<file path="src/rtl/hazard_stall_ctrl.sv">
// rtl/hazard_stall_ctrl.sv - pipeline sequencer: load-use bubbles, branch flush, MEM wait freeze/timeout, boot drain
// Control outputs are Mealy (state + inputs); mem_fault is a pure FAULT-state decode.
module hazard_stall_ctrl #(
  parameter int MEM_TIMEOUT = 255,
  parameter int BOOT_CYCLES = 2,
  parameter int CNT_W       = 16
) (
  input  logic             clk,
  input  logic             rst,
  input  logic [4:0]       id_rs1,
  input  logic [4:0]       id_rs2,
  input  logic             id_use_rs1,
  input  logic             id_use_rs2,
  input  logic [4:0]       ex_rd,
  input  logic             ex_is_load,
  input  logic             ex_branch_taken,
  input  logic             mem_req,
  input  logic             mem_ack,
  output logic             pc_hold,
  output logic             ifid_hold,
  output logic             ifid_flush,
  output logic             idex_ena,
  output logic             freeze,
  output logic             mem_fault,
  output logic [CNT_W-1:0] stall_cycles
);

  localparam int WW = $clog2(MEM_TIMEOUT + 1);
  localparam int BW = $clog2(BOOT_CYCLES + 1);

  typedef enum logic [1:0] {
    ST_BOOT     = 2'd0,
    ST_RUN      = 2'd1,
    ST_MEM_WAIT = 2'd2,
    ST_FAULT    = 2'd3
  } state_t;

  state_t           state_q, state_d;
  logic [BW-1:0]    boot_cnt_q, boot_cnt_d;
  logic [WW-1:0]    wait_cnt_q, wait_cnt_d;
  logic [CNT_W-1:0] stall_q, stall_d;

  logic lu;
  logic hazard_en;
  logic lu_stall;

  assign lu = ex_is_load & (ex_rd != 5'd0) &
              ((id_use_rs1 & (id_rs1 == ex_rd)) | (id_use_rs2 & (id_rs2 == ex_rd)));

  always_comb begin
    state_d    = state_q;
    boot_cnt_d = boot_cnt_q;
    wait_cnt_d = wait_cnt_q;
    pc_hold    = 1'b0;
    ifid_hold  = 1'b0;
    ifid_flush = 1'b0;
    idex_ena   = 1'b1;
    freeze     = 1'b0;
    hazard_en  = 1'b0;
    lu_stall   = 1'b0;

    case (state_q)
      ST_BOOT: begin
        pc_hold    = 1'b1;
        ifid_flush = 1'b1;
        idex_ena   = 1'b0;
        if (boot_cnt_q == BW'(BOOT_CYCLES - 1)) begin
          state_d    = ST_RUN;
          boot_cnt_d = '0;
        end else begin
          boot_cnt_d = boot_cnt_q + 1'b1;
        end
      end
      ST_RUN: begin
        if (mem_req && !mem_ack) begin
          freeze     = 1'b1;
          state_d    = ST_MEM_WAIT;
          wait_cnt_d = WW'(1);
        end else begin
          hazard_en = 1'b1;
        end
      end
      ST_MEM_WAIT: begin
        // An ack in the timeout cycle still counts as completion.
        if (mem_ack) begin
          hazard_en  = 1'b1;
          state_d    = ST_RUN;
          wait_cnt_d = '0;
        end else begin
          freeze = 1'b1;
          if (wait_cnt_q < WW'(MEM_TIMEOUT)) begin
            wait_cnt_d = wait_cnt_q + 1'b1;
          end else begin
            state_d = ST_FAULT;
          end
        end
      end
      default: begin
        pc_hold    = 1'b1;
        ifid_flush = 1'b1;
        idex_ena   = 1'b0;
        state_d    = ST_RUN;
        wait_cnt_d = '0;
      end
    endcase

    // Branch wins over load-use: the ID instruction is on the wrong path.
    if (hazard_en) begin
      if (ex_branch_taken) begin
        ifid_flush = 1'b1;
        idex_ena   = 1'b0;
      end else if (lu) begin
        pc_hold   = 1'b1;
        ifid_hold = 1'b1;
        idex_ena  = 1'b0;
        lu_stall  = 1'b1;
      end
    end

    stall_d = stall_q;
    if ((freeze || lu_stall) && (stall_q != {CNT_W{1'b1}})) begin
      stall_d = stall_q + 1'b1;
    end
  end

  always_ff @(posedge clk or posedge rst) begin
    if (rst) begin
      state_q    <= ST_BOOT;
      boot_cnt_q <= '0;
      wait_cnt_q <= '0;
      stall_q    <= '0;
    end else begin
      state_q    <= state_d;
      boot_cnt_q <= boot_cnt_d;
      wait_cnt_q <= wait_cnt_d;
      stall_q    <= stall_d;
    end
  end

  assign mem_fault    = (state_q == ST_FAULT);
  assign stall_cycles = stall_q;

endmodule

</file>
<file path="config.mk">
export PLATFORM = sky130hd
export DESIGN_NAME = hazard_stall_ctrl
export DESIGN_NICKNAME = d
export VERILOG_FILES = /design/src/rtl/hazard_stall_ctrl.sv
export SDC_FILE = /design/constraint.sdc
export NUM_CORES = 1
export LEC_CHECK = 0
export CORE_ASPECT_RATIO = 0.8
export CORE_MARGIN = 1.5
export CORE_UTILIZATION = 44
export CTS_CLUSTER_SIZE = 30
export DETAILED_ROUTE_END_ITERATION = 16
export HOLD_SLACK_MARGIN = 0.1
export PLACE_DENSITY = 0.79
export SLEW_MARGIN = 15
export SYNTH_ARGS = -nofsm -noshare
export SYNTH_HDL_FRONTEND = slang
export SYNTH_SLANG_ARGS = --single-unit
</file>
<file path="constraint.sdc">
create_clock -name clk -period 1.95 [get_ports clk]
set_clock_uncertainty 0.1 [all_clocks]
set_input_delay 0.39 -clock clk [delete_from_list [all_inputs] [get_ports clk]]
set_output_delay 0.39 -clock clk [all_outputs]
set_load 0.05 [all_outputs]
</file>
==> qor.yml, run 1 <==
run_status:
  outcome: "finished, violations left"
  failed_checks: "setup timing"
clock_tree:
  cts_tree: "done"
  clock_latency_ns: 0.28
  cts_sinks: 28
  htree_levels: 1
  numCtsBuffers: 3
  clk_pin_slew_ns: 0.10
  hold_buffers: 0
  root_buffer: "clkbuf_8"
  clock_path_buffers: 2
die:
  die_h_um: 59.0
  die_x_um: 73.0
  num_rows: 20
  start_util: 0.456
  ios: 45
  core-area_sq_um: 3780
  dieArea_sq_um: 4300
detailed_routing:
  drc: 0
  viasPerCell: 5.51
  drt_iter0_drc: 210
  dr.pass1.iters: 4
  ant_nets: 0
  wl_mm: 6.47
  wl_per_cell_um: 18.0
  vias: 1983
sta:
  final-hold-violation-count: 0
  slew_headroom: 0.605
  finalMaxSlewViolations: 0
  setup_viol: 21
  fin_tns_setup_ns: -6.39
  grt_setup_unrepaired: "true"
  fin_ws_ns: -0.396
  holdWs_ns: 0.367
  tightest_slew_ns: 0.591
  max_freq_ghz: 0.426
  period_share: 1.20
  fin_crit_ns: 2.35
layout:
  mostFrequentLayoutCells: "buf_4 (73), dfrtp_1 (19), nand2_1 (17)"
  final_common_cell: "buf_4"
  regArea_sq_um: 712
  stdcell_count: 360
  multi_input_area_sq_um: 1340
  fill_cells: 190
  final_nets: 336
  drive_gt1_frac: 0.561
  n_antenna_cell: 0
  syn_to_final_growth_pct: 88.6
yosys:
  yosys_warnings: 0
  synth.avg_cell_area_sq_um: 9.12
  seq_area_frac_synth: 0.407
  synth_cells: 189
  syn_nets: 219
  yosys_register_bits: 28
  syn_area_sq_um: 1720
  synthDistinctLibCells: 43
grt:
  gr-usage-all-layers: 0.296
  antenna_found_initial: 0
  grt_max_degree: 29
  grt_pass1_vias: 1916
  grt_pass1_wl_mm: 9.45
  overflow: 0
setup_path:
  crit_slowest_cell: "dlygate4sd2_1"
  r2r_slack_ns: -0.35
  rr_startpoint: "state_q[0]"
  path_delay_family: "simple AND/OR/NAND/NOR gates"
  rr_worst_depth: 11
  path_cells: "dlygate4sd2_1, xnor2_1, nand4_1, o22ai_2, and2_4, nor2b_4, nand2b_4, buf_8"
  r2r_end: "stall_cycles[6]"
  path_depth: 8
  end_kind: "output pin"
  required_ns: 1.46
  critPathKind: "in2out"
  path_max_fanout: 2
  crit_arrival_ns: 1.86
  max_stage_delay_ns: 0.26
  cp_num_buf_inv: 2
  start_kind: "input pin"
placed_design:
  place_hpwl_mm: 3.77
  place_inst: 336
  portBuffers: 44
  gp_routability_congestion: 0.788
min_path:
  worstHoldPathType: "in2async"
job:
  maxCapViolCount: 0
power_and_ir_drop:
  cellLeakagePower_nw: 1.56
  ir_drop_v: 0.000966
  total_power_mw: 3.26
  power.density_nw_per_um2: 1000
power breakdown:
part / internal (mW) / leakage [nW] / switching [mW] / total (mW)
logic: 1.01 / 1.18 / 1.16 / 2.17
clock network: 0.147 / 0.0228 / 0.192 / 0.339
registers: 0.667 / 0.358 / 0.0849 / 0.752
how the worst max path moves through the flow:
| stage | from | end |
|---|---|---|
| finish | id_rs1[1] | pc_hold |
| global route | id_rs1[1] | pc_hold |
| CTS | state_q[1] | pc_hold |
| detailed placement | ex_rd[2] | pc_hold |
| global placement | ex_rd[2] | pc_hold |
| floorplan | ex_rd[1] | pc_hold |
metal layers:
| layer | global-route usage | part of all wire |
|---|---|---|
| met5 | 0 | 0 |
| met3 | 0.0595 | 0.051 |
| met1 | 0.354 | 0.40 |
| met2 | 0.524 | 0.52 |
| met4 | 0.124 | 0.026 |
synthesized netlist by cell type, drive strengths merged:
| master | n | area [sq um] |
|---|---|---|
| o21ba | 1 | 10.0 |
| o41ai | 2 | 17.5 |
| nand3 | 15 | 75.1 |
| xnor2 | 13 | 114 |
| a32oi | 1 | 16.3 |
| xor2 | 11 | 96.3 |
| mux2 | 2 | 26.3 |
| nor2b | 3 | 18.8 |
| buf | 2 | 16.3 |
| a21oi | 4 | 23.8 |
| nor3 | 7 | 35.0 |
| and2 | 1 | 7.51 |
| clkbuf | 1 | 3.75 |
| o21ai | 17 | 85.1 |
| o22ai | 1 | 6.26 |
| or2 | 3 | 18.8 |
| nand2 | 18 | 67.6 |
| a22o | 1 | 8.76 |
| or4 | 1 | 11.3 |
| and2b | 1 | 7.51 |
| a211o | 1 | 8.76 |
| o21a | 3 | 22.5 |
| a21o | 1 | 7.51 |
| a21boi | 2 | 15.0 |
| nand2b | 3 | 18.8 |
| o31ai | 2 | 15.0 |
| nor2 | 15 | 58.8 |
| inv | 9 | 33.8 |
| nand4 | 3 | 18.8 |
| dfrtp | 28 | 701 |
| a211oi | 1 | 7.51 |
| and3 | 3 | 18.8 |
| nor4 | 4 | 31.3 |
| a31oi | 1 | 6.26 |
| ha | 7 | 87.6 |
| or3 | 1 | 6.26 |
registers in the layout (all words and copies together), names as in the netlist:
signal / count
stall_cycles: 16
wait_cnt_q: 8
boot_cnt_q: 2
state_q: 2
per-stage QoR:
step                setup WS (ns)   util  area [sq um]
floorplan                  -0.214      -          1790
global placement           -0.714  0.709          2680
detailed placement         -0.762  0.709          2680
CTS                        -0.350  0.809          3060
global route               -0.427  0.860          3250
finish                     -0.396  0.860          3250
worst reg2reg max path, stage by stage (launching register included):
cell	delay (ns)
dfrtp_2	0.45
inv_4	0.07
ha_4	0.26
nor2b_4	0.12
o21ai_2	0.07
buf_4	0.14
a211oi_2	0.22
a21oi_2	0.13
buf_6	0.17
buf_12	0.14
nor3_4	0.19
xor2_1	0.17
cell type report:
class / count / share of cell area
repair buffers: 115 / 0.321
clock buffers: 4 / 0.0139
multi-input cells: 149 / 0.414
well taps: 55 / 0.0212
flip-flops and latches: 28 / 0.219
inverters: 9 / 0.0112
timing repair:
| action | 4_1_cts | 5_1_grt |
|---|---|---|
| setup buffers | 10 | 10 |
| gates resized for setup | 83 | 38 |
| setup endpoints to repair | 27 | 27 |
| pin swaps | 39 | 26 |
| cloned | 1 | 0 |
kinds of logic after synthesis:
| group | share of synthesized area |
|---|---|
| and+or+nand+nor | 0.229 |
| adders and majority gates | 0.0508 |
| DFF | 0.407 |
| buffers and inverters | 0.0312 |
| AOI/OAI and AO/OA | 0.145 |
| muxes | 0.0152 |
| xor gates and xnor gates | 0.122 |
(Power assumes the default switching activity.)
==> run 2, diff against run 1 <==
Settings changed: CORE_MARGIN 1.5 to not set.
==> run 2 against run 1 <==
Against the previous run:
- the run still ends with setup timing left
- total power down 1.4%
- routed wire length down 7.1%
- via count down 5.7%
- die area down 3.0%
- clock power up 9.4%
- count of clock-buffer cells in the layout unchanged
- largest power group unchanged
- maximum frequency up 2.1%
- final area down 7.9%
- critical endpoint unchanged
- sequential power down 0.5%
==> qor.yml, run 2 (synthesized netlist as in run 1, its figures left out) <==
run_status:
  outcome: "finished, violations left"  # unchanged
  failed_checks: "setup timing"  # unchanged
placed_design:
  place_hpwl_mm: 3.29  # was 3.77 mm
  pre_cts_slack_ns: -0.713  # was -0.762 ns
  placed_area_sq_um: 2580  # was 2680 sq um
  gp_routability_congestion: 0.798  # was 0.788
  portBuffers: 44  # unchanged
clock_tree:
  root_buffer: "clkbuf_8"  # unchanged
  clock_latency_ns: 0.28  # about the same
  clock_path_buffers: 2  # unchanged
  hold_buffers: 0  # unchanged
  clk_pin_slew_ns: 0.09  # was 0.10 ns
  cts_sinks: 28  # unchanged
  cts_tree: "done"  # unchanged
  numCtsBuffers: 3  # unchanged
  htree_levels: 1  # unchanged
sta:
  setup_viol: 27  # was 21
  max_freq_ghz: 0.435  # was 0.426 GHz
  slew_headroom: 0.614  # was 0.605
  fin_crit_ns: 2.30  # was 2.35 ns
  finalMaxSlewViolations: 0  # unchanged
  fin_tns_setup_ns: -5.14  # was -6.39 ns
  tightest_slew_ns: 0.577  # was 0.591 ns
  final-hold-violation-count: 0  # unchanged
  holdWs_ns: 0.367  # about the same
  grt_setup_unrepaired: "true"  # unchanged
  period_share: 1.18  # was 1.20
  fin_ws_ns: -0.348  # was -0.396 ns
die:
  ios: 45  # unchanged
  core-area_sq_um: 3590  # was 3780 sq um
  num_rows: 19  # was 20
  die_x_um: 72.0  # was 73.0 um
  dieArea_sq_um: 4170  # was 4300 sq um
  die_h_um: 58.0  # was 59.0 um
  start_util: 0.480  # was 0.456
layout:
  final_common_cell: "buf_4"  # unchanged
  final_nets: 317  # was 336
  n_antenna_cell: 0  # unchanged
  syn_to_final_growth_pct: 73.8  # was 88.6%
  mostFrequentLayoutCells: "buf_4 (61), dfrtp_1 (19), nand2_1 (17)"  # was buf_4 (73), dfrtp_1 (19), nand2_1 (17)
  largest_reg_flops: 16  # unchanged
  drive_gt1_frac: 0.507  # was 0.561
  stdcell_area_sq_um: 2990  # was 3250 sq um
detailed_routing:
  vias: 1869  # was 1983
  ant_nets: 0  # unchanged
  wl_mm: 6.01  # was 6.47 mm
  dr.pass1.iters: 4  # unchanged
  drt_iter0_drc: 92  # was 210
  viasPerCell: 5.53  # was 5.51
  wl_per_cell_um: 17.8  # was 18.0 um
  drc: 0  # unchanged
min_path:
  worstHoldPathType: "in2async"  # unchanged
grt:
  grt_pass1_vias: 1751  # was 1916
  grt_pass1_wl_mm: 7.94  # was 9.45 mm
  overflow: 0  # unchanged
  gr-usage-all-layers: 0.251  # was 0.296
  grt_max_degree: 29  # unchanged
  antenna_found_initial: 0  # unchanged
power_and_ir_drop:
  ir_drop_v: 0.00105  # was 0.000966 V
  power.density_nw_per_um2: 1070  # was 1000 nW/um^2
  total_power_mw: 3.22  # was 3.26 mW
  cellLeakagePower_nw: 1.44  # was 1.56 nW
setup_path:
  path_max_fanout: 2  # unchanged
  start_kind: "input pin"  # unchanged
  crit_arrival_ns: 1.81  # was 1.86 ns
  end_kind: "output pin"  # unchanged
  rr_worst_depth: 10  # was 11
  critPathKind: "in2out"  # unchanged
  required_ns: 1.46  # about the same
job:
  maxCapViolCount: 0  # unchanged
==> run 2: cell types whose count changed in the layout (fill, tap and decap cells not counted), sizes merged <==
cell / previous run / this run
clkdlybuf4s15: 0 / 1
dlygate4sd2: 11 / 10
buf: 96 / 77
==> run 2: worst paths after layout <==
check                      slack, ns          start          endpoint
setup reg to reg               -0.31     state_q[1]   stall_cycles[1]
setup / recovery               -0.35       ex_rd[2]           pc_hold
hold / removal                  0.37            rst        state_q[1]
max in group asynchronous       1.10            rst  stall_cycles[10]
min in group clk                0.41  wait_cnt_q[7]     wait_cnt_q[7]
hold reg to reg                 0.41  wait_cnt_q[7]     wait_cnt_q[7]
==> run 2: area by class of cell <==
class / count / area, sq um
sequential: 28 / 712
tap: 52 / 65.1
fill: 194 / 596
inverter: 9 / 33.8
clock buffer: 4 / 55.1
multi-input combinational: 149 / 1260
timing repair buffer: 96 / 870
==> run 2: per-layer routing <==
layer	GRT usage	routed length (um)
met1	0.320	2410
met5	0	0
met4	0.109	171
met2	0.438	3080
met3	0.0261	349
==> run 2: report_power, final <==
| part | internal [mW] | leakage, nW | total [mW] | switching (mW) |
|---|---|---|---|---|
| Clock | 0.181 | 0.0288 | 0.371 | 0.190 |
| Sequential | 0.667 | 0.358 | 0.748 | 0.0805 |
| Combinational | 0.951 | 1.05 | 2.10 | 1.15 |
==> run 2: per-stage QoR <==
stage               utilization  cells
floorplan                     -    189
finish                    0.834    338
global route              0.834    338
detailed placement        0.719    322
global placement          0.719    322
CTS                       0.791    332
==> run 2: critical path, cell delays in order <==
cell and delay (ns):
buf_6 0.09, or4_4 0.53, o21a_1 0.23, and2_4 0.16, nor2b_4 0.12, nand2b_4 0.14, buf_8 0.15
==> run 2: timing repair <==
item,4_1_cts,5_1_grt
cloned,0,1
gates resized for setup,70,27
pin swaps,26,22
buffers inserted,6,5
hold endpoints to repair,0,0
endpoints found under the setup margin,26,27
==> run 3, diff against run 2 <==
--- a/config.mk
+++ b/config.mk
@@ -7,9 +7,9 @@
 export LEC_CHECK = 0
 export CORE_ASPECT_RATIO = 0.8
-export CORE_UTILIZATION = 44
+export CORE_UTILIZATION = 30
 export CTS_CLUSTER_SIZE = 30
 export DETAILED_ROUTE_END_ITERATION = 16
 export HOLD_SLACK_MARGIN = 0.1
-export PLACE_DENSITY = 0.79
+export PLACE_DENSITY = 0.59
 export SLEW_MARGIN = 15
 export SYNTH_ARGS = -nofsm -noshare
==> constraint.sdc (replaced) <==
create_clock -name clk -period 1.95 [get_ports clk]
set_clock_uncertainty 0.1 [all_clocks]
set_input_delay 0.585 -clock clk [delete_from_list [all_inputs] [get_ports clk]]
set_output_delay 0.585 -clock clk [all_outputs]
set_load 0.05 [all_outputs]
==> run 3 against run 2 <==
Against the previous run:
- the run still ends with setup timing left
- worst setup slack worse by 0.34 ns
- register-to-register slack worse by 0.10 ns
- sequential cell count is the same
- routed wire length down 19%
- final area rose by 13%
- maximum frequency is 13% lower
- final cell count is 11% higher
- critical endpoint unchanged
- count of clock-buffer cells in the layout shrank 1
- non-clock buffer count grew 11
==> qor.yml, run 3 (synthesized netlist as in run 1, its figures left out) <==
detailed_routing:
  ant_nets: 0  # unchanged
  drt_iter0_drc: 54  # was 92
  drc: 0  # unchanged
  vias: 1767  # was 1869
  dr.pass1.iters: 4  # unchanged
  viasPerCell: 4.71  # was 5.53
  wl_mm: 4.88  # was 6.01 mm
  wl_per_cell_um: 13.0  # was 17.8 um
layout:
  final_nets: 328  # was 317
  drive_gt1_frac: 0.529  # was 0.507
  largest_reg_flops: 16  # unchanged
  post-route-util: 0.617  # was 0.834
  syn_to_final_growth_pct: 96.9  # was 73.8%
  final_common_cell: "buf_4"  # unchanged
  mostFrequentLayoutCells: "buf_4 (52), dfrtp_1 (20), buf_12 (20)"  # was buf_4 (61), dfrtp_1 (19), nand2_1 (17)
  n_antenna_cell: 0  # unchanged
power_and_ir_drop:
  power.density_nw_per_um2: 998  # was 1070 nW/um^2
  ir_drop_v: 0.00103  # was 0.00105 V
  cellLeakagePower_nw: 1.58  # was 1.44 nW
sta:
  tightest_slew_ns: 0.565  # was 0.577 ns
  holdWs_ns: 0.396  # was 0.367 ns
  finalMaxSlewViolations: 0  # unchanged
  period_share: 1.35  # was 1.18
  grt_setup_unrepaired: "true"  # unchanged
  final-hold-violation-count: 0  # unchanged
  fin_ws_ns: -0.688  # was -0.348 ns
  setup_viol: 26  # was 27
  slew_headroom: 0.622  # was 0.614
  max_freq_ghz: 0.379  # was 0.435 GHz
  fin_crit_ns: 2.64  # was 2.30 ns
clock_tree:
  htree_levels: 1  # unchanged
  clk_pin_slew_ns: 0.10  # was 0.09 ns
  clock_path_buffers: 2  # unchanged
  cts_tree: "done"  # unchanged
  clock_latency_ns: 0.27  # was 0.28 ns
  numCtsBuffers: 3  # unchanged
  root_buffer: "clkbuf_8"  # unchanged
  cts_sinks: 28  # unchanged
  hold_buffers: 0  # unchanged
die:
  dieArea_sq_um: 6050  # was 4170 sq um
  die_h_um: 69.8  # was 58.0 um
  core-area_sq_um: 5500  # was 3590 sq um
  start_util: 0.314  # was 0.480
  ios: 45  # unchanged
  die_x_um: 86.7  # was 72.0 um
  num_rows: 24  # was 19
setup_path:
  crit_arrival_ns: 1.95  # was 1.81 ns
  start_kind: "input pin"  # unchanged
  critPathKind: "in2out"  # unchanged
  path_max_fanout: 2  # unchanged
  end_kind: "output pin"  # unchanged
  required_ns: 1.26  # was 1.46 ns
min_path:
  worstHoldPathType: "reg2reg"  # was in2async
grt:
  gr-usage-all-layers: 0.169  # was 0.251
  overflow: 0  # unchanged
  grt_max_degree: 29  # unchanged
  antenna_found_initial: 0  # unchanged
  grt_pass1_wl_mm: 8.00  # was 7.94 mm
  grt_pass1_vias: 1702  # was 1751
placed_design:
  gp_routability_congestion: 0.760  # was 0.798
  portBuffers: 44  # unchanged
  place_hpwl_mm: 3.42  # was 3.29 mm
run_status:
  outcome: "finished, violations left"  # unchanged
  failed_checks: "setup timing"  # unchanged
job:
  maxCapViolCount: 0  # unchanged
run 3: where the power goes:
group / switching, mW / internal, mW
combinational: 1.11 / 1.07
sequential: 0.0737 / 0.665
clock: 0.182 / 0.275
run 3: through the flow:
stage | setup slack (ns) | TNS, ns | power (mW) | std cells | instance area [sq um]
global placement | -1.08 | -18.11 | 2.44 | 357 | 2900
global route | -0.716 | -9.81 | 3.57 | 375 | 3390
finish | -0.688 | -8.02 | 3.38 | 375 | 3390
CTS | -0.693 | -5.56 | 3.20 | 368 | 3210
floorplan | -0.606 | -4.22 | 1.71 | 189 | 1830
detailed placement | -1.11 | -18.41 | 2.46 | 357 | 2900
run 3: area by class of cell:
cell class,count,area [sq um]
fillers,461,2100
multi-input cells,149,1320
repair buffers,107,1150
flip-flops and latches,28,711
well taps,78,97.6
inverters,9,42.5
clock buffers,3,41.3
clock inverters,1,30.0
run 3: timing repair:
action / 4_1_cts / 5_1_grt
pin swaps: 33 / 14
setup endpoints to repair: 27 / 27
resized for setup: 76 / 31
cloned: 0 / 1
setup buffers: 7 / 7
run 3: worst paths after layout:
check,startpoint,end,slack (ns),depth (start not counted)
max,ex_rd[3],pc_hold,-0.69,7
min,boot_cnt_q[0],boot_cnt_q[0],0.40,1
max reg2reg,state_q[0],stall_cycles[1],-0.41,10
min reg2reg,boot_cnt_q[0],boot_cnt_q[0],0.40,1
max in group asynchronous,rst,stall_cycles[7],0.90,3
min in group asynchronous,rst,wait_cnt_q[4],0.57,3
run 3: critical path: stages:
cell      delay, ns
buf_6          0.09
or4_4          0.53
o21a_1         0.20
and2_4         0.14
nor2b_4        0.12
nand2b_4       0.14
buf_8          0.14
run 3: layer usage:
metal	wire length, um	share of wire	global-route usage
met1	2210	0.45	0.229
met2	2450	0.50	0.284
met3	184	0.038	0.0226
met4	34	0.0070	0.0444
met5	0	0	0
==> edit: new RTL, flow settings as in run 3 <==
The parameter `MEM_TIMEOUT` goes from 255 to 510.
--- a/src/rtl/hazard_stall_ctrl.sv
+++ b/src/rtl/hazard_stall_ctrl.sv
@@ -2,5 +2,5 @@
 // Control outputs are Mealy (state + inputs); mem_fault is a pure FAULT-state decode.
 module hazard_stall_ctrl #(
-  parameter int MEM_TIMEOUT = 255,
+  parameter int MEM_TIMEOUT = 510,
   parameter int BOOT_CYCLES = 2,
   parameter int CNT_W       = 16
Function: no difference found for any inputs over 10 cycles, from zero or initial values and one cycle with rst high; that may be too few to reach the edited logic, so the function may still have changed.
==> edit against run 3 <==
- the flow still finishes with violations (setup timing)
- area after synthesis increased by 2.3%
- sequential cell count grew 1
- critical path type unchanged
- sequential power rose by 1%
- critical endpoint unchanged
- cell area hardly changed
- power increased by 3.5%
- cell count down 2.1%
- maximum frequency is 0.20% higher
- global-route usage rose by 0.31 points
- routed wire length up 2.9%
- highest routed layer unchanged
- clock power up 14%
- setup slack improved by 5.3 ps
==> edit: results (changes against run 3) <==
Total negative slack -> -7139 ps (+884.7 ps)
CTS clk-pin slew, worst paths -> 60 ps (-40 ps)
PortBufs -> 44 (unchanged)
Ratio of cells with drive above 1 in the final layout -> 48.79% (-4.1 points)
Global-route wire length before repair -> 8.252 mm (+3.1%)
Placed cells -> 350 (-2.0%)
Final setup vio count -> 22 (-15%)
HPWL after DPL -> 3.560 mm (+4.2%)
Status -> complete, but fails checks
Failing checks -> setup timing
Setup WS pre-CTS -> -1050 ps (+54.94 ps)
Pin count of the biggest net entering global routing -> 30 (+3.4%)
VDD IR max -> 461.7 uV (-55%)
Finished Layout Cells -> 367 (-2.1%)
Post-DP Area -> 3018 sq um (+4.0%)
Post-Syn Nets -> 215 (-1.8%)
Distinct cells, synth -> 41 (-4.7%)
Int Pwr -> 2.086 mW (+3.6%)
TritonCTS buffer count -> 5 (+2)
Post-DR vias/cell -> 4.749 (+0.79%)
DR iter-0 viols -> 87 (+61%)
# fillers -> 454 (-1.5%)
Post-synthesis sequential area ratio -> 41.16% (+0.50 points)
Worst setup margin -> -682.4 ps (+5.301 ps)
H-tree depth -> 2 (+1)
Max-slew headroom -> 71.91% (+9.7 points)
Post-Synthesis Cells -> 185 (-2.1%)
Area growth syn-to-layout -> 92.26%
Worst R2R Path Depth -> 11 (+1)
Leak -> 1.548 nW (-1.8%)
Vias in the first global route -> 1705 (+0.18%)
Fraction of registers with async set/reset -> 100.0% (unchanged)
Net count reported at finish -> 318 (-3.0%)
## edit: power groups by stage
stage               sequential (mW)  combinational [mW]  clock [mW]
detailed placement            0.759                2.00           0
global route                  0.762                2.35       0.561
global placement              0.755                1.98           0
floorplan                     0.908               0.880           0
CTS                           0.748                2.17       0.536
finish                        0.750                2.23       0.522
## edit: final cells by class
| class | count | area share [%] |
|---|---|---|
| clock buffers | 8 | 2.658 |
| inverters | 5 | 0.6275 |
| multi-input cells | 147 | 38.72 |
| flip-flops and latches | 29 | 21.59 |
| well taps | 78 | 2.879 |
| repair buffers | 100 | 33.52 |
## edit: worst paths after layout
check / startpoint / to / slack [ps]
min: wait_cnt_q[5] / wait_cnt_q[5] / 390
max in group asynchronous: rst / stall_cycles[8] / 870
min in group asynchronous: rst / stall_cycles[11] / 580
min reg2reg: wait_cnt_q[5] / wait_cnt_q[5] / 390
max reg2reg: state_q[1] / stall_cycles[3] / -270
max: ex_rd[3] / pc_hold / -680
## edit: cells by family (layout without fill, tap and decap cells)
logic type,after synthesis,in the layout,share of synthesized area [%]
mux,3,3,1.916
flops,29,29,41.16
xor+xnor,24,24,11.92
simple gates,80,80,25.62
buf+inv,9,113,2.413
fa+ha+maj,7,7,4.968
compound gates,33,33,12.00
## edit: layer usage
metal / vias up / global-route usage, % / part of all wire, %
li1: 872 / - / -
met1: 839 / 25.07 / 49
met2: 28 / 25.06 / 47
met3: 4 / 4.201 / 2.9
met4: 0 / 5.464 / 1.2
met5: - / 0 / 0
## edit: repair_timing
| action | in CTS | in global routing |
|---|---|---|
| cloned | 0 | 0 |
| resized for setup | 56 | 29 |
| pin swaps | 19 | 24 |
| setup endpoints to repair | 29 | 28 |
| setup buffers | 10 | 4 |
